### src/rtl/hazard_pkg.sv
// Shared definitions for the hazard/forwarding unit.
// Holds:
//   - the tracked-entry field widths;
//   - the regfile forward-select code;
//   - the select-width function;
//   - the parameter-legality check used by the top level.
package hazard_pkg;

    // Width of each tracked-entry control flag (valid, we, is_load).
    localparam int ENTRY_FLAG_W = 1;
    // Number of control flags per tracked entry.
    localparam int ENTRY_CTRL_W = 3 * ENTRY_FLAG_W;

    // Forward select value meaning "take the operand from the register file".
    localparam int FWD_SEL_RF = 0;

    // Width of a forward select able to encode 0 (regfile) and stages 1..depth.
    function automatic int sel_w(input int depth);
        return $clog2(depth + 1);
    endfunction

    // Legal configurations:
    //   - depth is in 2..7;
    //   - the load becomes forwardable from a stage that is actually tracked.
    function automatic bit fwd_params_legal(input int depth, input int load_lat);
        return (depth >= 2) && (depth <= 7) && (load_lat >= 1) && (load_lat < depth);
    endfunction

endpackage

### src/rtl/hazard_src_match.sv
// Per-source match and priority encoder.
// Compares one ID source register against every tracked stage and returns the
// youngest matching stage number plus whether that producer is a load.
// Ports:
//   rs          in  source register index
//   rs_used     in  the operand is actually read
//   id_valid    in  ID holds a real instruction
//   stage_valid in  per-stage valid, bit 0 = stage 1
//   stage_we    in  per-stage write enable
//   stage_load  in  per-stage is_load
//   stage_rd    in  per-stage destination, stage 1 in LSBs
//   sel         out 0 = regfile, k = stage k
//   is_load_hit out the winning producer is a load
module hazard_src_match
    import hazard_pkg::*;
#(
    parameter int REG_AW    = 5,
    parameter int FWD_DEPTH = 3,
    parameter int SEL_W     = 2
) (
    input  logic [REG_AW-1:0]           rs,
    input  logic                        rs_used,
    input  logic                        id_valid,
    input  logic [FWD_DEPTH-1:0]        stage_valid,
    input  logic [FWD_DEPTH-1:0]        stage_we,
    input  logic [FWD_DEPTH-1:0]        stage_load,
    input  logic [FWD_DEPTH*REG_AW-1:0] stage_rd,
    output logic [SEL_W-1:0]            sel,
    output logic                        is_load_hit
);

    logic [FWD_DEPTH-1:0] match_s;
    logic [SEL_W-1:0]     sel_s;
    logic                 load_hit_s;

    // Per-stage match; x0 is never a producer and unused operands never match.
    always_comb begin
        match_s = '0;
        for (int k = 0; k < FWD_DEPTH; k++) begin
            match_s[k] = stage_valid[k] & stage_we[k] &
                         (stage_rd[k*REG_AW +: REG_AW] == rs) &
                         (rs != {REG_AW{1'b0}}) & rs_used & id_valid;
        end
    end

    // Priority encode: scan oldest to youngest so the youngest match overwrites.
    always_comb begin
        sel_s      = SEL_W'(FWD_SEL_RF);
        load_hit_s = 1'b0;
        for (int k = FWD_DEPTH; k >= 1; k--) begin
            sel_s      = match_s[k-1] ? SEL_W'(k) : sel_s;
            load_hit_s = match_s[k-1] ? stage_load[k-1] : load_hit_s;
        end
    end

    assign sel         = sel_s;
    assign is_load_hit = load_hit_s;

endmodule

### src/rtl/hazard_forward_unit.sv
// Hazard / forwarding unit for the in-order RISC-V pipeline.
// Tracks destinations of in-flight instructions over FWD_DEPTH post-ID stages
// (1=EX, 2=MEM, ...).
// It produces:
//   - a combinational forward select per ID source operand;
//   - an ID stall for load-use hazards.
// Optional feature macro: HAZARD_STALL_CNT_EN adds a saturating stall counter.
// Ports:
//   clk, reset    rising-edge clock, asynchronous active-low reset
//   id_valid      ID holds a real instruction
//   id_rs         source indices, src0 in LSBs
//   id_rs_used    per-source operand-used flags
//   id_rd, id_we  destination and write enable
//   id_is_load    instruction is a load
//   pipe_advance  1 = pipeline moves this cycle, 0 = global hold
//   flush         squash the ID instruction
//   fwd_sel       per-source select, 0 = regfile, k = stage k
//   stall_id      hold IF/ID and insert a bubble into EX
//   stall_cnt     (HAZARD_STALL_CNT_EN only) advancing stall cycles
module hazard_forward_unit
    import hazard_pkg::*;
#(
    parameter  int NUM_SRC   = 2,
    parameter  int REG_AW    = 5,
    parameter  int FWD_DEPTH = 3,
    parameter  int LOAD_LAT  = 1,
    localparam int SEL_W     = sel_w(FWD_DEPTH)
) (
    input  logic                      clk,
    input  logic                      reset,
    input  logic                      id_valid,
    input  logic [NUM_SRC*REG_AW-1:0] id_rs,
    input  logic [NUM_SRC-1:0]        id_rs_used,
    input  logic [REG_AW-1:0]         id_rd,
    input  logic                      id_we,
    input  logic                      id_is_load,
    input  logic                      pipe_advance,
    input  logic                      flush,
    output logic [NUM_SRC*SEL_W-1:0]  fwd_sel,
    output logic                      stall_id
`ifdef HAZARD_STALL_CNT_EN
   ,output logic [31:0]               stall_cnt
`endif
);

    generate
        if (!fwd_params_legal(FWD_DEPTH, LOAD_LAT)) begin : g_bad_params
            $error("hazard_forward_unit: need 2<=FWD_DEPTH<=7 and 1<=LOAD_LAT<FWD_DEPTH");
        end
    endgenerate

    // Tracked stages; bit/slice 0 is stage 1 (EX).
    logic [FWD_DEPTH-1:0]        stage_valid_r;
    logic [FWD_DEPTH-1:0]        stage_we_r;
    logic [FWD_DEPTH-1:0]        stage_load_r;
    logic [FWD_DEPTH*REG_AW-1:0] stage_rd_r;

    logic [NUM_SRC*SEL_W-1:0]    sel_all_s;
    logic [NUM_SRC-1:0]          load_hit_s;
    logic [NUM_SRC-1:0]          hazard_s;
    logic                        stall_s;
    logic                        issue_s;

    generate
        for (genvar s = 0; s < NUM_SRC; s++) begin : g_src
            hazard_src_match #(
                .REG_AW    (REG_AW),
                .FWD_DEPTH (FWD_DEPTH),
                .SEL_W     (SEL_W)
            ) u_match (
                .rs          (id_rs[s*REG_AW +: REG_AW]),
                .rs_used     (id_rs_used[s]),
                .id_valid    (id_valid),
                .stage_valid (stage_valid_r),
                .stage_we    (stage_we_r),
                .stage_load  (stage_load_r),
                .stage_rd    (stage_rd_r),
                .sel         (sel_all_s[s*SEL_W +: SEL_W]),
                .is_load_hit (load_hit_s[s])
            );
        end
    endgenerate

    // A load hit is a hazard while the load sits before its forwardable stage.
    always_comb begin
        hazard_s = '0;
        for (int s = 0; s < NUM_SRC; s++) begin
            hazard_s[s] = load_hit_s[s] &
                          (sel_all_s[s*SEL_W +: SEL_W] < SEL_W'(LOAD_LAT + 1));
        end
    end

    // A flushed ID instruction is discarded anyway, so it never stalls.
    always_comb begin
        stall_s = (|hazard_s) & ~flush;
        issue_s = id_valid & ~stall_s & ~flush;
    end

    // Stage shift register; moves only on an advancing cycle, bubble on stall/flush.
    always_ff @(posedge clk or negedge reset) begin
        if (!reset) begin
            stage_valid_r <= '0;
            stage_we_r    <= '0;
            stage_load_r  <= '0;
            stage_rd_r    <= '0;
        end else if (pipe_advance) begin
            stage_valid_r <= {stage_valid_r[FWD_DEPTH-2:0], issue_s};
            stage_we_r    <= {stage_we_r[FWD_DEPTH-2:0], id_we};
            stage_load_r  <= {stage_load_r[FWD_DEPTH-2:0], id_is_load};
            stage_rd_r    <= {stage_rd_r[(FWD_DEPTH-1)*REG_AW-1:0], id_rd};
        end else begin
            stage_valid_r <= stage_valid_r;
            stage_we_r    <= stage_we_r;
            stage_load_r  <= stage_load_r;
            stage_rd_r    <= stage_rd_r;
        end
    end

    assign fwd_sel  = sel_all_s;
    assign stall_id = stall_s;

`ifdef HAZARD_STALL_CNT_EN
    logic [31:0] stall_cnt_r;

    // Saturating count of stall cycles that actually inserted a bubble.
    always_ff @(posedge clk or negedge reset) begin
        if (!reset) begin
            stall_cnt_r <= 32'h0000_0000;
        end else if (stall_s && pipe_advance && (stall_cnt_r != 32'hFFFF_FFFF)) begin
            stall_cnt_r <= stall_cnt_r + 32'h0000_0001;
        end else begin
            stall_cnt_r <= stall_cnt_r;
        end
    end

    assign stall_cnt = stall_cnt_r;
`endif

endmodule

### config.mk
export PLATFORM = sky130hd
export DESIGN_NAME = hazard_forward_unit
export DESIGN_NICKNAME = d
export VERILOG_FILES = /design/src/rtl/hazard_pkg.sv /design/src/rtl/hazard_src_match.sv /design/src/rtl/hazard_forward_unit.sv
export SDC_FILE = /design/constraint.sdc
export NUM_CORES = 1
export LEC_CHECK = 0
export ABC_AREA = 1
export CORE_UTILIZATION = 29
export CTS_BUF_LIST = sky130_fd_sc_hd__clkbuf_16
export DETAILED_ROUTE_END_ITERATION = 8
export GPL_TIMING_DRIVEN = 0
export PLACE_DENSITY = 0.61
export RECOVER_POWER = 50
export SETUP_SLACK_MARGIN = 0.3
export SLEW_MARGIN = 30
export SYNTH_ARGS = -nofsm -noshare
export SYNTH_HDL_FRONTEND = slang
export SYNTH_HIERARCHICAL = 1
export SYNTH_SLANG_ARGS = --single-unit
### constraint.sdc
create_clock -name clk -period 1.36 [get_ports clk]
set_input_delay 0.272 -clock clk [delete_from_list [all_inputs] [get_ports clk]]
set_output_delay 0.272 -clock clk [all_outputs]
set_load 0.01 [all_outputs]
==> Yosys cells after proc, flatten, opt, wreduce, memory -nomap -nowiden <==
Cells that the tools add are included.
{ "totals": {"register_bits": 24, "output_inout_bits": 5, "input_bits": 24} }
{ "classes": {"mux": 12, "eq_ne": 6, "n_bitwise": 34, "n_lt_le_gt_ge": 2, "reduce_logical": 3} }
{ "ops": {"columns": ["operator", "count"], "rows": [
  ["$and 1x1->1", 32],
  ["$eq 5x5->1", 6],
  ["$mux 2", 6],
  ["$reduce_bool 5->1", 2],
  ["$mux 1", 6],
  ["$lt 2x2->1 const B", 2],
  ["$not 1->1", 2],
  ["$reduce_or 2->1", 1]
]} }

==> Logic depth before layout (Yosys ltp) <==
Gate-level depths: netlist (run 1).
{ "depth": {"word_depth": 15, "depth_mapped": 12, "ltp_nobuf": 12} }

==> By module <==
Netlist (run 1), hierarchy kept.
{ "modules_own_cells": {"columns": ["mod", "area_each_um2", "seq_area_each_um2", "cells_each", "n_inst"], "rows": [
  ["hazard_forward_unit", 1033.5, 600.6, 101, 1],
  ["hazard_src_match", 399.1, 0.0, 100, 2]
]} }

==> Worst setup path after synthesis (run 1) <==
No wires, ideal clock.
{ "synth_path": {"path_type": "reg-to-output", "startpoint": "reg stage_rd_r[10]", "endpoint": "out stall_id", "t_arrival_ps": 1328, "n_path_buf": 0, "setup_slack_ps": -240, "t_required_ps": 1088, "stages_incl_launch_ff": 11, "path_cell_list": "dfrtp_1 -> inv_1 -> nand2_1 -> nand2_1 -> nor2_1 -> nand2_1 -> nor2_4 -> nand3_1 -> a21oi_1 -> nand2_1 -> a21oi_1"} }
{ "synth_between": {"word_cells_on_any_way": 28} }
{ "synth_lines": {"columns": ["item", "line_no", "text"], "rows": [
  ["start, declared", "hazard_forward_unit.sv:56", "logic [FWD_DEPTH*REG_AW-1:0] stage_rd_r;"],
  ["start signal, assigned", "hazard_forward_unit.sv:110", "stage_rd_r <= {stage_rd_r[(FWD_DEPTH-1)*REG_AW-1:0], id_rd};"],
  ["start signal, assigned", "hazard_forward_unit.sv:115", "stage_rd_r <= stage_rd_r;"],
  ["$eq 5x5->1", "hazard_src_match.sv:41", "(stage_rd[k*REG_AW +: REG_AW] == rs) &"],
  ["$and 1x1->1", "hazard_src_match.sv:40", "match_s[k] = stage_valid[k] & stage_we[k] &"],
  ["$and 1x1->1", "hazard_src_match.sv:41", null],
  ["$and 1x1->1 (2 in a row)", "hazard_src_match.sv:42", "(rs != {REG_AW{1'b0}}) & rs_used & id_valid;"],
  ["$mux 1 (3 in a row)", "hazard_src_match.sv:52", "load_hit_s = match_s[k-1] ? stage_load[k-1] : load_hit_s;"],
  ["via load_hit_s[1]", "hazard_forward_unit.sv:59", "logic [NUM_SRC-1:0] load_hit_s;"],
  ["$and 1x1->1", "hazard_forward_unit.sv:88", "hazard_s[s] = load_hit_s[s] &"],
  ["$reduce_or 2->1", "hazard_forward_unit.sv:95", "stall_s = (|hazard_s) & ~flush;"],
  ["$and 1x1->1", "hazard_forward_unit.sv:95", null],
  ["end, declared", "hazard_forward_unit.sv:40", "output logic stall_id"]
]} }
The timed path passes the listed nets, and every way through them passes these cells.

==> Worst setup path in the final report (run 1) <==
{ "layout_path": {"startpoint": "in id_rs[2]", "endpoint": "out stall_id"} }
{ "layout_between": {"word_cells_on_any_way": 26} }
{ "layout_lines": {"columns": ["item", "line_no", "text"], "rows": [
  ["start, declared", "hazard_forward_unit.sv:32", "input logic [NUM_SRC*REG_AW-1:0] id_rs,"],
  ["$eq 5x5->1", "hazard_src_match.sv:41", null],
  ["$and 1x1->1", "hazard_src_match.sv:40", null],
  ["$and 1x1->1", "hazard_src_match.sv:41", null],
  ["$and 1x1->1 (2 in a row)", "hazard_src_match.sv:42", null],
  ["$mux 1 (2 in a row)", "hazard_src_match.sv:52", null],
  ["$mux 1 *", "hazard_src_match.sv:52", null],
  ["via load_hit_s[0]", "hazard_forward_unit.sv:59", null],
  ["$and 1x1->1 *", "hazard_forward_unit.sv:88", null],
  ["$reduce_or 2->1 *", "hazard_forward_unit.sv:95", null],
  ["$and 1x1->1 *", "hazard_forward_unit.sv:95", null]
]} }
Mark *: on every way through the listed nets, which the timed path passes. The rest lies on a longest branch.

==> results by group, run 1 <==
Status
  • Status: complete, but fails checks
  • Failing checks: setup timing

Setup path
  • Reg2reg end: stage_valid_r[0]
  • Crit path cell chain: dlygate4sd2_1, inv_1, nand2_1, o21ai_1, nor2_1, nand2_1, nor2_4, a21oi_1, a21oi_2, nand2_2, a21oi_2, buf_2
  • Crit-path max cell delay: 0.29 ns
  • Register-to-register setup slack: -0.16 ns
  • R2R depth: 11
  • Critical path buffer and inverter count: 3
  • Slowest CP cell: dlygate4sd2_1
  • R2r startpoint: stage_rd_r[2]
  • Crit Path Category: input port to output pin
  • CP arrival: 1.76 ns
  • Largest fanout on the critical path: 4
  • Critical Path RT: 1.09 ns
  • CP endpoint kind: output pin
  • CP top delay family: simple AND/OR/NAND/NOR gates
  • Crit path launch type: input port

Cells and area
  • Post-Layout Cell Count: between 400 and 500
  • # fillers: ~630
  • Area grow syn2layout: 30.6%
  • Fraction of layout cells with a size suffix above 1: 0.239
  • NumNets Final: about 360
  • Diode count: 0
  • Util after Layout: 0.399

Detailed routing
  • DRT antenna net count: 0
  • Pre-Repair DR Iteration Count: 5
  • Residual DRC: 0
  • Iter 0 DRT Violations: a little under 80
  • Vias: roughly 1800
  • Routed WL: roughly 4800 microns
  • Vias/cell: approximately 4.4
  • WL/cell: 11.5 microns

Power and ir drop
  • Power per Cell Area: 875 nW/um^2
  • Net Sw Frac: 0.324
  • Clock network power share: 0.316
  • Internal power: 1.41 mW
  • Gate power share: 0.258
  • Leak: 1.30 nW
  • Max VDD drop: 0.441 mV
  • Sw power: roughly 0.68 mW
  • Flop pwr share: 0.426

STA
  • Unrepaired setup endpoints after global routing: yes
  • Final setup vio count: 6
  • Fin Clk Skew: 0.00694 ns
  • Slew Limit Fails: 0
  • Least-Margin Pin Slew: 1.30 ns
  • Hold Vio Cnt, Final: 0
  • Post-route setup TNS: -2.49 ns
  • Max_slew headroom: 0.136
  • Worst setup margin: -0.668 ns
  • Crit path time final: about 2.0 ns
  • Highest Clock Rate: 0.493 GHz
  • Tcrit/Tclk final: 1.49

Clocking
  • H-tree depth: 1
  • Clock-pin slew on the worst setup and hold paths: ~0.07 ns
  • Root Buffer: clkbuf_16
  • CTS Sinks: 24
  • Clock tree buffer depth: 2
  • CTS tree: built
  • Cts bufs inserted: 3
  • Clk Latency, worst-skew pair: around 0.26 ns

Min path
  • Hold Crit Class: input port to asynchronous set/reset pin

Run
  • Max-cap violations: 0

Global route
  • Initial antenna violation count: 0
  • Vias in the first global route: 1726
  • Pin count of the biggest net entering global routing: 25
  • Grt total ovfl: 0
  • Total global-route track usage: 0.157
  • First-pass GRT wire length: a little under 8000 microns

Synth
  • Syn Inst Count: 301
  • Syn Area/Cell: 6.09 sq um
  • Syn_nets: 325
  • Synth top area cells: dfrtp_1 33%, nand2_1 25%, inv_1 12%, nor2_1 8.0%, o21ai_2 5.7%
  • Post-synthesis instance area: 1830 sq um
  • Seq/Total Area, Yosys: 0.328
  • Synth unique cells: 20
  • Synth top area share: 0.328
  • Yosys warnings: 6
  • Dominant cell type by area after synthesis: dfrtp_1
  • Post-synthesis register bit count: 24

Die
  • Core box area: 5990 sq um
  • Starting Density: 0.306
  • Die W: between 80 and 90 microns
  • Die ar.: 6640 sq um
  • Top-Level Pins: 29
  • Row cnt: 28
  • Die Y-Extent: 81.5 microns

Place
  • Dpl cells: 403
  • DPL Wire Length: 3550 microns
  • PortBufs: 27
  • GP Congestion: 0.856
==> through the flow <==
stage / hold slack, ns / setup WS [ns] / power, mW / cell area [sq um]
2_1_floorplan: -0.0236 / -0.153 / 1.21 / 1850
3_3_place_gp: 0.526 / -1.36 / 1.39 / 2210
3_5_place_dp: 0.291 / -1.37 / 1.40 / 2210
4_1_cts: 0.0129 / -0.672 / 2.08 / 2340
5_1_grt: 0.315 / -0.793 / 2.22 / 2390
6_report: 0.277 / -0.668 / 2.09 / 2390
==> synth_stat cells, drive strengths merged <==
library cell / number
buf: 5
o21bai: 1
dfrtp: 24
nor2: 41
inv: 65
nand3: 3
nand2: 124
o21ai: 19
a21oi: 13
nand4: 6
==> power groups by stage <==
stage | clock (mW) | combinational (mW) | sequential (mW)
detailed placement | 0 | 0.500 | 0.902
floorplan | 0 | 0.334 | 0.876
finish | 0.662 | 0.540 | 0.891
CTS | 0.667 | 0.525 | 0.890
global route | 0.702 | 0.616 | 0.906
global placement | 0 | 0.491 | 0.900
==> worst max-delay path by stage <==
stage / from / end / cells past startpoint
floorplan: stage_rd_r[6] / stall_id / 10
global placement: id_rs[4] / stall_id / 12
detailed placement: id_rs[2] / stall_id / 12
CTS: stage_rd_r[3] / stall_id / 11
global route: stage_rd_r[4] / stall_id / 10
finish: id_rs[2] / stall_id / 12
==> cells by family after synthesis <==
| group | after synthesis | share of synthesized area |
|---|---|---|
| buf+inv | 70 | 0.167 |
| flops | 24 | 0.328 |
| simple gates | 174 | 0.383 |
| compound gates | 33 | 0.122 |
==> final cells by class <==
cell class | count | area, sq um | share of cell area
Buffer | 5 | 61.3 | 0.0256
Clock buffer | 3 | 75.1 | 0.0314
Clock inverter | 1 | 3.75 | 0.00157
Inverter | 65 | 244 | 0.102
Multi-Input combinational cell | 207 | 1010 | 0.424
Sequential cell | 24 | 604 | 0.253
Tap cell | 75 | 93.8 | 0.0392
Timing Repair Buffer | 34 | 295 | 0.123
==> sequential cells by signal, indices dropped and copies added, names as in the netlist <==
| register | cells |
|---|---|
| stage_we_r | 3 |
| stage_valid_r | 3 |
| stage_rd_r | 15 |
| stage_load_r | 3 |
==> placed cells by master, fill, tap and decap left out, types with 8 or more instances in the layout <==
cell               n
dlygate4sd2_1     13
clkdlybuf4s50_1    8
nand2_1          109
inv_1             56
inv_2              9
dfrtp_1           21
nor2_2             9
o21ai_2           12
nor2_1            27
nand2_2           15
==> per-layer routing <==
metal | global-route usage | vias up | share of wire
li1 | - | 964 | -
met1 | 0.204 | 816 | 0.46
met3 | 0.0178 | 5 | 0.041
met4 | 0.0429 | 0 | 0.010
met2 | 0.274 | 24 | 0.49
met5 | 0 | - | 0
==> timing repair <==
| item | 4_1_cts | 5_1_grt |
|---|---|---|
| gates cloned | 0 | 0 |
| endpoints found under the setup margin | 6 | 6 |
| setup buffers | 5 | 2 |
| resized for setup | 49 | 15 |
| pin swaps | 23 | 12 |
| hold buffers | 0 | 0 |
Power figures use the tool's default switching activity.
==> run 2: changes to the inputs <==
SKIP_LAST_GASP = 1   (was unset)
clock period = 1.8 ns   (was 1.36 ns; I/O delays follow)
==> run 2 against run 1 <==
  * The flow still finishes with violations (setup timing)
  * Combinational power decreased by 27%
  * Global-route usage increased by 0.76 points
  * Critical path depth unchanged
  * Non-clock buffer count unchanged
  * Via count increased by 1.1%
  * Count of clock-buffer cells in the layout unchanged
  * Cell area increased by 1.3%
  * Critical path type is now flip-flop to output pin
  * Highest routed layer unchanged
==> results by group, run 2 (synthesized netlist as in run 1, its figures left out) <==
Die
  • Starting Density: 0.306 (unchanged)
  • Die Y-Extent: 81.5 microns (unchanged)
  • Top-Level Pins: 29 (unchanged)
  • Die ar.: 6640 sq um (unchanged)
  • Die W: 81.5 microns (unchanged)
  • Row cnt: 28 (unchanged)
  • Core box area: 5990 sq um (unchanged)

Detailed routing
  • Iter 0 DRT Violations: 52 (-34%)
  • Residual DRC: 0 (unchanged)
  • Vias/cell: 4.43 (+1.4%)
  • Pre-Repair DR Iteration Count: 4 (-1)
  • Routed WL: 4750 microns (-0.57%)
  • Vias: 1829 (+1.1%)
  • DRT antenna net count: 0 (unchanged)
  • WL/cell: 11.5 microns (-0.32%)

STA
  • Slew Limit Fails: 0 (unchanged)
  • Max_slew headroom: 0.0894 (-0.0468)
  • Tcrit/Tclk final: 1.20
  • Final setup vio count: 5 (-1)
  • Unrepaired setup endpoints after global routing: yes
  • Crit path time final: 2.17 ns
  • Least-Margin Pin Slew: 1.37 ns (+0.0702 ns)
  • Fin Clk Skew: 0.00163 ns (-0.00531 ns)
  • Worst setup margin: -0.367 ns (+0.300 ns)
  • Highest Clock Rate: ~0.46 GHz
  • Hold Vio Cnt, Final: 0 (unchanged)
  • Post-route setup TNS: -0.753 ns (+1.74 ns)

Place
  • Dpl cell area: 2200 sq um (-0.23%)
  • Dpl cells: 403 (unchanged)
  • GP Congestion: 0.820 (-4.2%)
  • PortBufs: 27 (unchanged)
  • DPL Wire Length: 3550 microns (+0.19%)

Power and ir drop
  • Gate power share: 0.255 (-0.003)
  • Internal power: 1.06 mW (-25%)
  • Power, Total: 1.56 mW (-26%)
  • Power per Cell Area: 643 nW/um^2 (-27%)
  • Max VDD drop: 0.320 mV (-27%)
  • Flop pwr share: 0.438 (+0.012)
  • Sw power: 0.493 mW (-27%)
  • Leak: 1.29 nW (-0.29%)
  • Net Sw Frac: 0.317 (-0.00758)
  • Clock network power share: 0.307 (-0.009)

Cells and area
  • Post-Layout Cell Count: 413 (-0.24%)
  • Most frequent cells in the layout: 113 x nand2_1, 56 x inv_1, 28 x nor2_1
  • Biggest register: stage_rd_r
  • Diode count: 0 (unchanged)
  • NumNets Final: 364 (unchanged)
  • Util after Layout: 0.404 (+0.00501)
  • Max reg flops: 15 (unchanged)
  • Design area: 2420 sq um (+1.3%)
  • Fraction of layout cells with a size suffix above 1: 0.251 (+0.0125)
  • Most common cell after layout, fill and taps aside: nand2_1
  • Area grow syn2layout: 32.2%

Min path
  • Hold Crit Class: input port to flip-flop
  • Beginning of the worst hold path: pipe_advance

Setup path
  • Register-to-register setup slack: 0.23 ns (+0.39 ns)
  • CP endpoint kind: output pin
  • CP arrival: 1.81 ns (+0.05 ns)
  • R2R depth: 12 (+1)
  • CP startpoint: stage_rd_r[4]
  • Crit path cell chain: buf_6, nand2_4, o21ai_2, nor2_1, nand2_1, nor2_4, buf_6, nor2_4, inv_1, nand2_2, a21oi_2, buf_2
  • Crit-path max cell delay: 0.42 ns (+0.13 ns)
  • Crit path launch type: flip-flop
  • Largest fanout on the critical path: 4 (unchanged)
  • Reg2reg end: stage_valid_r[0]
  • Slowest CP cell: dfrtp_1
  • Crit Path Category: flip-flop to output pin
  • R2r startpoint: stage_rd_r[4]
  • Critical Path RT: 1.44 ns (+0.35 ns)
  • Critical Path End: stall_id

Clocking
  • Clock-pin slew on the worst setup and hold paths: 0.06 ns (about the same)
  • CTS tree: built
  • Clk Latency, worst-skew pair: 0.26 ns (about the same)
  • Root Buffer: clkbuf_16
  • Clock tree buffer depth: 2 (unchanged)
  • H-tree depth: 1 (unchanged)
  • Cts bufs inserted: 3 (unchanged)
  • CTS Sinks: 24 (unchanged)

Global route
  • Grt total ovfl: 0 (unchanged)
  • Pin count of the biggest net entering global routing: 25 (unchanged)
  • Vias in the first global route: 1789 (+3.7%)
  • First-pass GRT wire length: 8120 microns (+4.1%)
  • Initial antenna violation count: 0 (unchanged)
  • Total global-route track usage: 0.165 (+0.00759)

Status
  • Status: complete, but fails checks
  • Failing checks: setup timing

Run
  • Max-cap violations: 0 (unchanged)
[run 2: power by group through the flow]
stage          sequential [mW]  clock [mW]  combinational, mW
3_5_place_dp             0.687           0              0.376
4_1_cts                  0.676       0.486              0.379
3_3_place_gp             0.683           0              0.369
2_1_floorplan            0.662           0              0.252
6_report                 0.682       0.478              0.396
5_1_grt                  0.692       0.522              0.456
[run 2: timing repair]
item,in CTS,in global routing
pin swaps,18,22
endpoints found under the hold margin,0,0
gates resized for setup,49,35
hold buffers,0,0
setup endpoints to repair,6,6
setup buffers,5,2
[run 2: stage by stage]
| step | setup slack, ns | hold WS [ns] |
|---|---|---|
| after floorplan | 0.198 | 0.0644 |
| after global placement | -1.07 | 0.528 |
| after detailed placement | -1.09 | 0.392 |
| after CTS | -0.345 | 0.115 |
| after global routing | -0.542 | 0.400 |
| final | -0.367 | 0.393 |
[run 2: area by class of cell]
class / instances / area (sq um)
clock buffer: 3 / 75.1
buffer: 5 / 61.3
sequential: 24 / 611
inverter: 65 / 244
timing repair buffer: 34 / 322
multi-input combinational: 207 / 1020
fill: 652 / 3570
tap: 75 / 93.8
[run 2: worst max-delay path, delay by kind of cell, from the launching register on]
family / cells / cell delay [ns]
flip-flops: 1 / 0.42
buffers and inverters: 4 / 0.46
AND/OR/NAND/NOR: 6 / 0.49
AO/OA/AOI/OAI: 2 / 0.17
[run 2: how the worst min path moves through the flow]
stage / endpoint / slack, ns / depth (start not counted)
global placement: stage_valid_r[2] / 0.53 / 2
CTS: stage_rd_r[2] / 0.12 / 1
finish: stage_rd_r[7] / 0.39 / 2
floorplan: stage_load_r[0] / 0.06 / 0
detailed placement: stage_rd_r[2] / 0.39 / 1
global route: stage_valid_r[2] / 0.40 / 2
[run 2: metal layers]
metal	track usage	share of wire
met3	0.0200	0.025
met4	0.0571	0.012
met2	0.275	0.47
met1	0.218	0.49
met5	0	0
==> run 3: changes to the inputs <==
CTS_BUF_LIST = unset   (was sky130_fd_sc_hd__clkbuf_16)
HOLD_SLACK_MARGIN = 0.05   (was unset)
==> run 3 against run 2 <==
  * Highest routed layer unchanged
  * Clock skew is 0.0030 ns higher
  * First-iteration DRC count grew 15%
  * Cell area fell by 3.4%
  * Sequential cell count unchanged
  * Critical path depth decreased by 1
  * Global-route usage is 0.12 points lower
  * Critical endpoint unchanged
  * Count of clock-buffer cells in the layout is the same
  * Wire length is 0.97% lower
  * Final cell count up 0.24%
  * The flow still finishes with violations (setup timing)
  * Register-to-register slack is essentially flat
  * Core utilization is 1.4 points lower
  * Combinational power decreased by 1%
==> results by group, run 3 (synthesized netlist as in run 1, its figures left out) <==
Status
  • Status: complete, but fails checks
  • Failing checks: setup timing

Setup path
  • CP startpoint: stage_rd_r[4]
  • Slowest CP cell: dfrtp_1
  • Crit Path Category: flip-flop to output pin
  • R2r startpoint: stage_rd_r[4]
  • Crit path cell chain: buf_6, nand2_4, o21ai_2, nor2_1, nand2_1, nor2_4, a21oi_2, a21oi_2, nand2_2, a21oi_2, buf_2
  • Largest fanout on the critical path: 4 (unchanged)
  • Critical Path RT: 1.44 ns (about the same)
  • CP arrival: 1.84 ns (+0.03 ns)
  • Crit path launch type: flip-flop
  • Cell mode on critical path: a21oi_2
  • CP endpoint kind: output pin
  • Crit-path max cell delay: 0.44 ns (+0.02 ns)

Die
  • Die ar.: 6640 sq um (unchanged)
  • Top-Level Pins: 29 (unchanged)
  • Core box area: 5990 sq um (unchanged)
  • Starting Density: 0.306 (unchanged)
  • Die Y-Extent: 81.5 microns (unchanged)
  • Die W: 81.5 microns (unchanged)
  • Row cnt: 28 (unchanged)

STA
  • Worst setup margin: -0.404 ns (-0.0361 ns)
  • Post-route setup TNS: -0.882 ns (-0.129 ns)
  • Slew Limit Fails: 0 (unchanged)
  • Crit path time final: 2.20 ns (+0.0361 ns)
  • Max_slew headroom: 0.0970 (+0.00760)
  • Final setup vio count: 5 (unchanged)
  • Least-Margin Pin Slew: 1.35 ns (-0.0114 ns)
  • Hold Worst Slack: 0.376 ns (-0.0177 ns)
  • Fin Clk Skew: 0.00463 ns (+0.00300 ns)
  • Tcrit/Tclk final: 1.22 (+0.0200)
  • Hold Vio Cnt, Final: 0 (unchanged)
  • Highest Clock Rate: 0.454 GHz (-1.6%)
  • Unrepaired setup endpoints after global routing: yes

Cells and area
  • Max reg flops: 15 (unchanged)
  • Fraction of layout cells with a size suffix above 1: 0.224 (-0.0273)
  • Biggest register: stage_rd_r
  • Util after Layout: 0.391 (-0.0136)
  • Most common cell after layout, fill and taps aside: nand2_1
  • Most frequent cells in the layout: 116 x nand2_1, 55 x inv_1, 30 x nor2_1
  • Area grow syn2layout: 27.8%
  • NumNets Final: 365 (+0.27%)
  • Diode count: 0 (unchanged)

Clocking
  • Clock-pin slew on the worst setup and hold paths: 0.09 ns (+0.03 ns)
  • Clock tree buffer depth: 2 (unchanged)
  • CTS tree: built
  • Root Buffer: clkbuf_8
  • Hold-fix buffers at CTS: 0 (unchanged)
  • CTS Sinks: 24 (unchanged)
  • Cts bufs inserted: 3 (unchanged)
  • Clk Latency, worst-skew pair: 0.27 ns (about the same)
  • H-tree depth: 1 (unchanged)

Detailed routing
  • Routed WL: 4700 microns (-0.97%)
  • Residual DRC: 0 (unchanged)
  • WL/cell: 11.4 microns (-1.2%)
  • DRT antenna net count: 0 (unchanged)
  • Pre-Repair DR Iteration Count: 4 (unchanged)
  • Iter 0 DRT Violations: 60 (+15%)
  • Vias: 1858 (+1.6%)
  • Vias/cell: 4.49 (+1.3%)

Global route
  • Grt total ovfl: 0 (unchanged)
  • Pin count of the biggest net entering global routing: 25 (unchanged)
  • Initial antenna violation count: 0 (unchanged)
  • Vias in the first global route: 1794 (+0.28%)
  • First-pass GRT wire length: 8100 microns (-0.26%)
  • Total global-route track usage: 0.164 (-0.00118)

Place
  • PortBufs: 27 (unchanged)
  • Post-Place Setup Slack: -1.09 ns (unchanged)
  • DPL Wire Length: 3550 microns (unchanged)
  • GP Congestion: 0.820 (unchanged)

Power and ir drop
  • Max VDD drop: 0.275 mV (-14%)
  • Power, Total: 1.39 mW (-10%)
  • Power per Cell Area: 595 nW/um^2 (-7.4%)
  • Leak: 1.29 nW (-0.56%)

Run
  • Max-cap violations: 0 (unchanged)

Min path
  • Hold Crit Class: input port to asynchronous set/reset pin
-- run 3: cell count changes in the layout (fill, tap and decap cells not counted), sizes merged --
cell           before  now
clkdlybuf4s15       7    3
buf                17   18
dlygate4sd2         6   10
-- run 3: final cells by class --
class / instances / area [sq um]
Inverter: 65 / 244
Multi-Input combinational cell: 207 / 988
Timing Repair Buffer: 35 / 304
Fill cell: 661 / 3650
Clock buffer: 3 / 41.3
Tap cell: 75 / 93.8
Buffer: 5 / 61.3
Sequential cell: 24 / 608
-- run 3: per-stage QoR --
step                      cell area [sq um]  std cells
after CTS                              2260        412
after detailed placement               2200        403
after global placement                 2210        403
final                                  2340        414
after global routing                   2340        414
after floorplan                        1850        301
-- run 3: per-layer routing --
metal,global-route usage,up-vias,share of wire
met4,0.0518,0,0.0051
met3,0.0200,2,0.034
met5,0,-,0
met1,0.218,864,0.48
met2,0.273,23,0.48
li1,-,969,-
-- run 3: worst max-delay path: cells and delay by family, from the launching register on --
| kind | cells | cell delay, ns |
|---|---|---|
| DFF | 1 | 0.44 |
| and+or+nand+nor | 5 | 0.48 |
| AOI/OAI and AO/OA | 4 | 0.39 |
| buffers and inverters | 2 | 0.27 |
-- run 3: power by group --
group | switching [mW] | internal, mW | leakage (nW)
Clock | 0.173 | 0.150 | 0.0216
Sequential | 0.0784 | 0.601 | 0.282
Combinational | 0.227 | 0.164 | 0.984
-- run 3: timing repair --
| action | in CTS | in global routing |
|---|---|---|
| resized for setup | 42 | 23 |
| setup buffers | 6 | 2 |
| pin swaps | 20 | 17 |
| setup endpoints to repair | 6 | 6 |
-- run 3: path summary, 6_finish.rpt --
path                       slack (ns)  cells past startpoint          endpoint
min in group clk                 0.38                      2     stage_rd_r[5]
max in group asynchronous        0.53                      1     stage_rd_r[3]
min                              0.38                      1     stage_rd_r[9]
max                             -0.40                     11          stall_id
min reg2reg                      0.55                      2  stage_valid_r[2]
max reg2reg                      0.23                     12  stage_valid_r[0]
